[config.mk]
export PLATFORM = sky130hd
export DESIGN_NAME = fifo_wr_arbiter
export DESIGN_NICKNAME = d
export VERILOG_FILES = /design/src/rtl/fifo_arb_pkg.sv /design/src/rtl/rr_pick.sv /design/src/rtl/fifo_wr_arbiter.sv
export SDC_FILE = /design/constraint.sdc
export NUM_CORES = 1
export LEC_CHECK = 0
export CAP_MARGIN = 5
export CORE_MARGIN = 3
export CORE_UTILIZATION = 35
export CTS_BUF_LIST = sky130_fd_sc_hd__clkbuf_16
export DETAILED_ROUTE_END_ITERATION = 12
export GPL_TIMING_DRIVEN = 0
export HOLD_SLACK_MARGIN = 0.1
export PLACE_DENSITY = 0.83
export SLEW_MARGIN = 20
export SYNTH_ARGS = -nofsm -noshare
export SYNTH_HDL_FRONTEND = slang
export SYNTH_SLANG_ARGS = --single-unit
[constraint.sdc]
create_clock -name clk -period 3.15 [get_ports clk]
set_clock_uncertainty 0.15 [all_clocks]
set_input_delay 0.945 -clock clk [delete_from_list [all_inputs] [get_ports clk]]
set_output_delay 0.945 -clock clk [all_outputs]
set_load 0.05 [all_outputs]
[src/rtl/fifo_arb_pkg.sv]
// ============================================================================
// fifo_arb_pkg : shared types and constants for the FIFO port arbiters
// Revision 1.0 : initial release
// ============================================================================
`default_nettype none

package fifo_arb_pkg;

  typedef enum logic {
    IDLE  = 1'b0,
    BURST = 1'b1
  } arb_state_t;

  localparam int STAT_W = 16;

endpackage : fifo_arb_pkg

`default_nettype wire

[src/rtl/rr_pick.sv]
// ============================================================================
// rr_pick : combinational round-robin search, first set bit at or after ptr
// Revision 1.0 : initial release
// ============================================================================
`default_nettype none

module rr_pick #(
  parameter int N   = 4,
  parameter int IDW = $clog2(N)
) (
  input  logic [N-1:0]   req,
  input  logic [IDW-1:0] ptr,
  output logic           found,
  output logic [IDW-1:0] idx
);

  int             cand;
  logic [IDW-1:0] cand_idx;

  always_comb begin
    found    = 1'b0;
    idx      = '0;
    cand     = 0;
    cand_idx = '0;
    for (int k = 0; k < N; k++) begin
      // ptr is always below N, so one subtraction is enough to wrap
      cand = int'(ptr) + k;
      if (cand >= N) cand = cand - N;
      cand_idx = IDW'(cand);
      if (!found && req[cand_idx]) begin
        found = 1'b1;
        idx   = cand_idx;
      end
    end
  end

endmodule : rr_pick

`default_nettype wire

[src/rtl/fifo_wr_arbiter.sv]
// ============================================================================
// fifo_wr_arbiter : round-robin burst-holding arbiter for the FIFO write port
// Optional macro ARB_STATS_EN builds per-requester saturating beat counters.
// Revision 1.0 : initial release
// ============================================================================
`default_nettype none

module fifo_wr_arbiter
  import fifo_arb_pkg::*;
#(
  parameter int N         = 4,
  parameter int WIDTH     = 8,
  parameter int MAX_BURST = 4,
  parameter int IDW       = $clog2(N)
) (
  input  logic                clk,
  input  logic                rst,
  input  logic [N-1:0]        req_valid,
  input  logic [N*WIDTH-1:0]  req_data,
  output logic [N-1:0]        req_ready,
  input  logic                fifo_full,
  output logic                fifo_wr,
  output logic [WIDTH-1:0]    fifo_wr_data,
  output logic [IDW-1:0]      grant_id,
  output logic                busy,
  output logic [N*STAT_W-1:0] stat_beats
);

  localparam int            BCW       = 8;
  localparam logic [BCW-1:0] LAST_BEAT = BCW'(MAX_BURST - 1);

  arb_state_t     state_q, state_d;
  logic [IDW-1:0] rr_ptr_q, rr_ptr_d;
  logic [IDW-1:0] grant_id_q, grant_id_d;
  logic [BCW-1:0] beat_cnt_q, beat_cnt_d;

  logic           pick_found;
  logic [IDW-1:0] pick_idx;
  logic           xfer;
  logic           holder_valid;
  logic [IDW-1:0] next_ptr;
  logic [WIDTH-1:0] sel_data;

  rr_pick #(
    .N   (N),
    .IDW (IDW)
  ) u_rr_pick (
    .req   (req_valid),
    .ptr   (rr_ptr_q),
    .found (pick_found),
    .idx   (pick_idx)
  );

  always_comb begin
    sel_data = '0;
    for (int i = 0; i < N; i++) begin
      if (grant_id_q == IDW'(i)) sel_data = req_data[i*WIDTH +: WIDTH];
    end
  end

  assign holder_valid = req_valid[grant_id_q];
  assign xfer         = (state_q == BURST) && holder_valid && !fifo_full;
  assign next_ptr     = (grant_id_q == IDW'(N - 1)) ? '0 : grant_id_q + 1'b1;

  always_comb begin
    req_ready = '0;
    if (state_q == BURST && !fifo_full) req_ready[grant_id_q] = 1'b1;
  end

  assign fifo_wr      = xfer;
  assign fifo_wr_data = xfer ? sel_data : '0;
  assign grant_id     = grant_id_q;
  assign busy         = (state_q == BURST);

  always_comb begin
    state_d    = state_q;
    rr_ptr_d   = rr_ptr_q;
    grant_id_d = grant_id_q;
    beat_cnt_d = beat_cnt_q;
    case (state_q)
      IDLE: begin
        if (pick_found) begin
          grant_id_d = pick_idx;
          beat_cnt_d = '0;
          state_d    = BURST;
        end
      end
      BURST: begin
        // Dropping valid ends the grant even while the FIFO is full
        if (!holder_valid || (xfer && beat_cnt_q == LAST_BEAT)) begin
          state_d  = IDLE;
          rr_ptr_d = next_ptr;
        end else if (xfer) begin
          beat_cnt_d = beat_cnt_q + 1'b1;
        end
      end
      default: state_d = IDLE;
    endcase
  end

  always_ff @(posedge clk or negedge rst) begin
    if (!rst) begin
      state_q    <= IDLE;
      rr_ptr_q   <= '0;
      grant_id_q <= '0;
      beat_cnt_q <= '0;
    end else begin
      state_q    <= state_d;
      rr_ptr_q   <= rr_ptr_d;
      grant_id_q <= grant_id_d;
      beat_cnt_q <= beat_cnt_d;
    end
  end

`ifdef ARB_STATS_EN
  for (genvar i = 0; i < N; i++) begin : g_stat
    logic [STAT_W-1:0] cnt_q, cnt_d;

    always_comb begin
      cnt_d = cnt_q;
      if (xfer && grant_id_q == IDW'(i) && cnt_q != '1) cnt_d = cnt_q + 1'b1;
    end

    always_ff @(posedge clk or negedge rst) begin
      if (!rst) cnt_q <= '0;
      else      cnt_q <= cnt_d;
    end

    assign stat_beats[i*STAT_W +: STAT_W] = cnt_q;
  end
`else
  assign stat_beats = '0;
`endif

endmodule : fifo_wr_arbiter

`default_nettype wire

# After elaboration in Yosys (flattened, before gate mapping)
# Cells that the tools add are included.
[word_totals]
regBits = 13
inputBits = 39
output_inout_bits = 80
elab_cells = 87
[classes]
n_addsub = 9
n_lt_le_gt_ge = 10
n_eq_ne = 7
mux = 38
bitwise = 1
n_reduce_logical = 18
[op_table]
columns = ["operator", "n"]
rows = [
  ["2-to-1 mux 8 bit", 8],
  ["2-to-1 mux 2 bit", 9],
  ["one-hot mux 8 bit (2 select lines)", 1],
  ["less-than comparator 2 x 3 -> 1 bit (second input constant)", 5],
  ["2-to-1 mux 1 bit", 12],
  ["binary-select mux 1 bit (select 2 bit)", 5],
  [">= comparator 3 bit (second input constant)", 3],
  ["adder 8 x 1 -> 8 bit (second input constant)", 1],
  ["== test 8 x 2 -> 1 bit (second input constant)", 1],
  ["logical AND 1 bit", 8],
  ["subtractor 2 x 1 -> 2 bit (second input constant)", 4],
  ["adder 2 x 2 -> 3 bit (second input constant)", 2],
  ["logical NOT 1 bit", 5],
  ["== test 2 bit (second input constant)", 2],
  ["2-to-1 mux 4 bit", 1],
  ["!= test 2 bit (second input constant)", 2],
  ["AND reduction 2 bit", 2],
  ["adder 2 x 1 -> 3 bit (second input constant)", 1],
  [">= comparator 2 x 3 -> 1 bit (second input constant)", 1],
  ["AND reduction 3 bit", 1],
  ["adder 2 x 1 -> 2 bit (second input constant)", 1],
  ["demux 1 bit (select 2 bit)", 1],
  ["== test 2 x 1 -> 1 bit (second input constant)", 1],
  [">= comparator 2 x 1 -> 1 bit (second input constant)", 1],
  ["other kinds (5)", 5],
]

# Depth between registers and ports, before layout
[depth]
depth_word = 16
ltp_mapped = 8
depth_no_buf = 6

# Modules after synthesis
# A second synthesis with hierarchy kept.
[unflattened]
hier_cells = 201
hier_area_um2 = 1574.0
[modules_own_cells]
columns = ["mod", "n_inst", "cells_each", "area_per_inst_um2", "seq_area_each_um2"]
rows = [
  ["fifo_wr_arbiter", 1, 186, 1496.4, 325.3],
  ["rr_pick", 1, 15, 77.6, 0.0],
]

# Worst setup path after synthesis
# No wires, ideal clock.
[synth_path]
path_type = "register -> output"
startpoint = "reg grant_id_q[1] (netlist: grant_id[1])"
endpoint = "out fifo_wr_data[0]"
arrival_time_ns = 2.491
required_ns = 2.055
path_slack_ns = -0.436
stages_incl_launch_ff = 8
path_buffers = 1
path_cell_list = "dfrtp_1 > inv_1 > ha_1 > nor2b_1 > clkbuf_1 > a221oi_1 > a211o_1 > a21oi_1"
[synth_between]
elab_chain_len = 6
elab_cells_between_ends = 13
classes_between = "3 x eq/ne; 7 x mux; 3 x reduce/logical"
[synth_lines]
columns = ["item", "line_no", "source"]
rows = [
  ["start, declared", "fifo_wr_arbiter.sv:34", "logic [IDW-1:0] grant_id_q, grant_id_d;"],
  ["start signal, assigned", "fifo_wr_arbiter.sv:110", "grant_id_q <= grant_id_d;"],
  ["logical NOT 2 bit", "fifo_wr_arbiter.sv:57", "if (grant_id_q == IDW'(i)) sel_data = req_data[i*WIDTH +: WIDTH];"],
  ["2-to-1 mux 8 bit (4 in series)", "fifo_wr_arbiter.sv:57", ""],
  ["2-to-1 mux 8 bit *", "fifo_wr_arbiter.sv:71", "assign fifo_wr_data = xfer ? sel_data : '0;"],
  ["end, declared", "fifo_wr_arbiter.sv:23", "output logic [WIDTH-1:0] fifo_wr_data,"],
]
# Mark *: on every way between the ends. The rest lies on a longest branch, timed or not. The select of a mux whose other input is x is not followed.

# Final worst setup path
[layout_path]
startpoint = "in req_valid[3]"
endpoint = "out fifo_wr_data[3]"
[layout_between]
elab_chain_len = 5
[layout_lines]
columns = ["item", "line_no", "source"]
rows = [
  ["start, declared", "fifo_wr_arbiter.sv:18", "input logic [N-1:0] req_valid,"],
  ["binary-select mux 1 bit (select 2 bit)", "fifo_wr_arbiter.sv:61", "assign holder_valid = req_valid[grant_id_q];"],
  ["2-to-1 mux 1 bit (not written as such)", "fifo_wr_arbiter.sv:61", ""],
  ["logical AND 1 bit (2 in series)", "fifo_wr_arbiter.sv:62", "assign xfer = (state_q == BURST) && holder_valid && !fifo_full;"],
  ["2-to-1 mux 8 bit", "fifo_wr_arbiter.sv:71", ""],
]
# No other way between the ends. The select of a mux whose other input is x is not followed.

==> results.sh <==
export IMPL_regArea_um2=327.8
export IMPL_cpLargestDelayFamily="multiplexers"
export IMPL_swShare=0.5082
export IMPL_cts_root_buffer="clkbuf_16"
export IMPL_post_synth_top_area_cell="buf_4"
export IMPL_path_cells="buf_8 > mux4_2 > nand2_4 > buf_12 > nor2_2 > buf_6"
export IMPL_slew_headroom=0.5956
export IMPL_critPathBufInv=3
export IMPL_grt_pass1_vias=1357
export IMPL_path_max_fanout=5
export IMPL_reg2reg_depth=6
export IMPL_worst_slack_ps=19.06
export IMPL_synth_area_leaders="buf_4 (30%), dfrtp_1 (21%), a21oi_1 (4.1%), ha_1 (3.9%), a211o_1 (3.9%)"
export IMPL_die_y_um=73.28
export IMPL_drc_errors=0
export IMPL_maxCapViolCount=0
export IMPL_p_int_uw=958.5
export IMPL_power_leakage_uw=0.001602
export IMPL_worstHoldStart="beat_cnt_q[0]"
export IMPL_pre_cts_ws_ps=-1116
export IMPL_hold_viol=0
export IMPL_multi_input_area_um2=1084
export IMPL_p_seq_frac=0.148
export IMPL_die_w_um=73.28
export IMPL_h_tree_depth=1
export IMPL_ant_nets=0
export IMPL_rsz0062_at_grt="yes"
export IMPL_hp_class="flop to flop"
export IMPL_syn_inst=199
export IMPL_clk_path_buf_depth=2
export IMPL_placed_cells=366
export IMPL_r2r_start="grant_id[0]"
export IMPL_num_vias=1637
export IMPL_start_util=0.3796
export IMPL_cts_sinks=13
export IMPL_cp_start_kind="input port"
export IMPL_crit_path_top_delay_cell="mux4_2"
export IMPL_endpoint_kind="output port"
export IMPL_period_needed_ps=3131
export IMPL_yosysUniqueCellTypes=38
export IMPL_fmax_mhz=319.4
export IMPL_drtPass1Iterations=5
export IMPL_numCtsBuffers=3
export IMPL_worstPathRequired_ps=2050
export IMPL_stdcell_count=376
export IMPL_syn_area_um2=1584
export IMPL_fin_setup_tns_ps=0
export IMPL_critical_path_arrival_ps=2040
export IMPL_vias_per_cell=4.354
export IMPL_syn2layout_area_growth_pct=76.78
export IMPL_holdBufCountCts=0
export IMPL_place_detailed_hpwl_um=3599
export IMPL_wl_per_cell_um=12.36
export IMPL_fill_cells=343
export IMPL_pwr_share_clk=0.122
export IMPL_pwr_density_cell_nw_per_um2=696.1
export IMPL_pwr_share_comb=0.730
export IMPL_critical_path_depth=6
export IMPL_clk_pin_slew_ps=40
export IMPL_tightest_slew_ps=604.8
export IMPL_grt_pass1_wl_um=6817
export IMPL_placeableCoreArea_um2=4173
export IMPL_nets=371
export IMPL_ys_seq_elements=13
export IMPL_gp_congestion=0.8341
export IMPL_finalSetupViolations=0
export IMPL_yosysWarnings=0
export IMPL_ir_drop_v=0.0004917
export IMPL_whs_endpoint="beat_cnt_q[0]"
export IMPL_finalPower_uw=1949
export IMPL_drt_iter0_drc=35
export IMPL_port_buffer_count=54
export IMPL_cts_tree="built"
export IMPL_design_portCount=119
export IMPL_drive_above_1_share=0.3896
export IMPL_r2r_end="beat_cnt_q[7]"
export IMPL_overflow=0
export IMPL_ff2ff_setup_slack_ps=1060
export IMPL_die_area_um2=5369
export IMPL_synth_seq_area_share=0.2054
export IMPL_run_status="finished, final reports clean"
export IMPL_rows=23
export IMPL_routed_wl_um=4649
export IMPL_synth_top_area_share=0.3033
export IMPL_mostFrequentLayoutCell="buf_4"
export IMPL_finish_utilization=0.6711
export IMPL_grt_max_degree=14
export IMPL_clock_latency_ps=240
export IMPL_final_cell_mix="buf_4 (71), conb_1 (64), clkdlybuf4s50_1 (17)"
export IMPL_grtUsageTotal=0.1590
export IMPL_antenna_found_initial=0
export IMPL_slew_violations=0
export IMPL_whs_path_depth=1
export IMPL_period_share=0.9940
export IMPL_switchingPower_uw=990.6
export IMPL_antennaDiodeCount=0
export IMPL_avgSynthCellArea_um2=7.960
export IMPL_slowest_delay_ps=510
export IMPL_timing_worst_setup_path_type="input port to output port"
cell families after synthesis:
logic type	after synthesis	share of synthesized area
AO/OA/AOI/OAI	42	0.1912
buffers and inverters	85	0.3539
AND/OR/NAND/NOR	45	0.1485
flip-flops	13	0.2054
other	1	0.002367
multiplexers	7	0.05371
XOR/XNOR	1	0.005530
adder cells (fa/ha/maj)	5	0.03949
state kept, by name, summed over array words and instances, names as in the netlist:
name / flops
beat_cnt_q: 8
rr_ptr_q: 2
grant_id: 2
busy: 1
power groups by stage:
stage / clock network, uW / logic (uW) / registers (uW)
3_3_place_gp: 0 / 1210 / 287
6_report: 237 / 1420 / 289
4_1_cts: 242 / 1330 / 290
3_5_place_dp: 0 / 1220 / 291
5_1_grt: 254 / 1520 / 301
2_1_floorplan: 0 / 888 / 336
cell usage after synthesis, drive strengths merged:
library cell and number:
mux2 2, xor2 1, a221o 2, or2 1, o2bb2ai 1, inv 14
o31ai 2, o21ai 5, nor3 2, a22o 1, nand2b 2, nand2 14
conb 1, mux4 1, nand3 3, nand4 1, a221oi 7, mux2i 4
a211o 7, nor2 7, and4 1, ha 5, dfrtp 13, a21oi 13
nor4 1, and3 2, o22ai 2, and2 5, a22oi 1, clkbuf 6
or4 3, nor2b 3, o41ai 1, buf 65
worst max path at each step:
stage | from | endpoint | slack, ps
after global placement | req_valid[0] | fifo_wr_data[3] | -1110
final | req_valid[3] | fifo_wr_data[3] | 20
after global routing | grant_id[1] | fifo_wr_data[6] | -20
after detailed placement | req_valid[0] | fifo_wr_data[3] | -1120
after floorplan | req_valid[3] | fifo_wr_data[3] | 90
after CTS | req_data[12] | fifo_wr_data[4] | -10
layer usage:
| layer | global-route usage | vias to the layer above | part of all wire | routed length (um) |
|---|---|---|---|---|
| met5 | 0 | - | 0 | 0 |
| met2 | 0.2681 | 87 | 0.50 | 2318 |
| met3 | 0.03146 | 6 | 0.11 | 503 |
| li1 | - | 815 | - | - |
| met4 | 0.04098 | 0 | 0.0071 | 33 |
| met1 | 0.2067 | 729 | 0.39 | 1793 |
final cells by class:
cell class / count / area share
Sequential cell: 13 / 0.1171
Tap cell: 50 / 0.02234
Inverter: 14 / 0.01877
Clock buffer: 3 / 0.02681
Multi-Input combinational cell: 164 / 0.3870
Timing Repair Buffer: 62 / 0.2399
Buffer: 69 / 0.1868
Clock inverter: 1 / 0.001340
metrics by stage:
stage / cell area [um2] / hold slack [ps]
3_3_place_gp: 2510 / 339.4
4_1_cts: 2684 / 364.3
6_report: 2800 / 360.2
3_5_place_dp: 2510 / 357.2
2_1_floorplan: 1907 / 316.6
5_1_grt: 2800 / 417.7
repair_timing:
item	4_1_cts	5_1_grt
buffers inserted	3	4
setup endpoints to repair	13	13
pin swaps	15	14
gates cloned	1	0
gates resized for setup	111	45
Power figures use the tool's default switching activity.
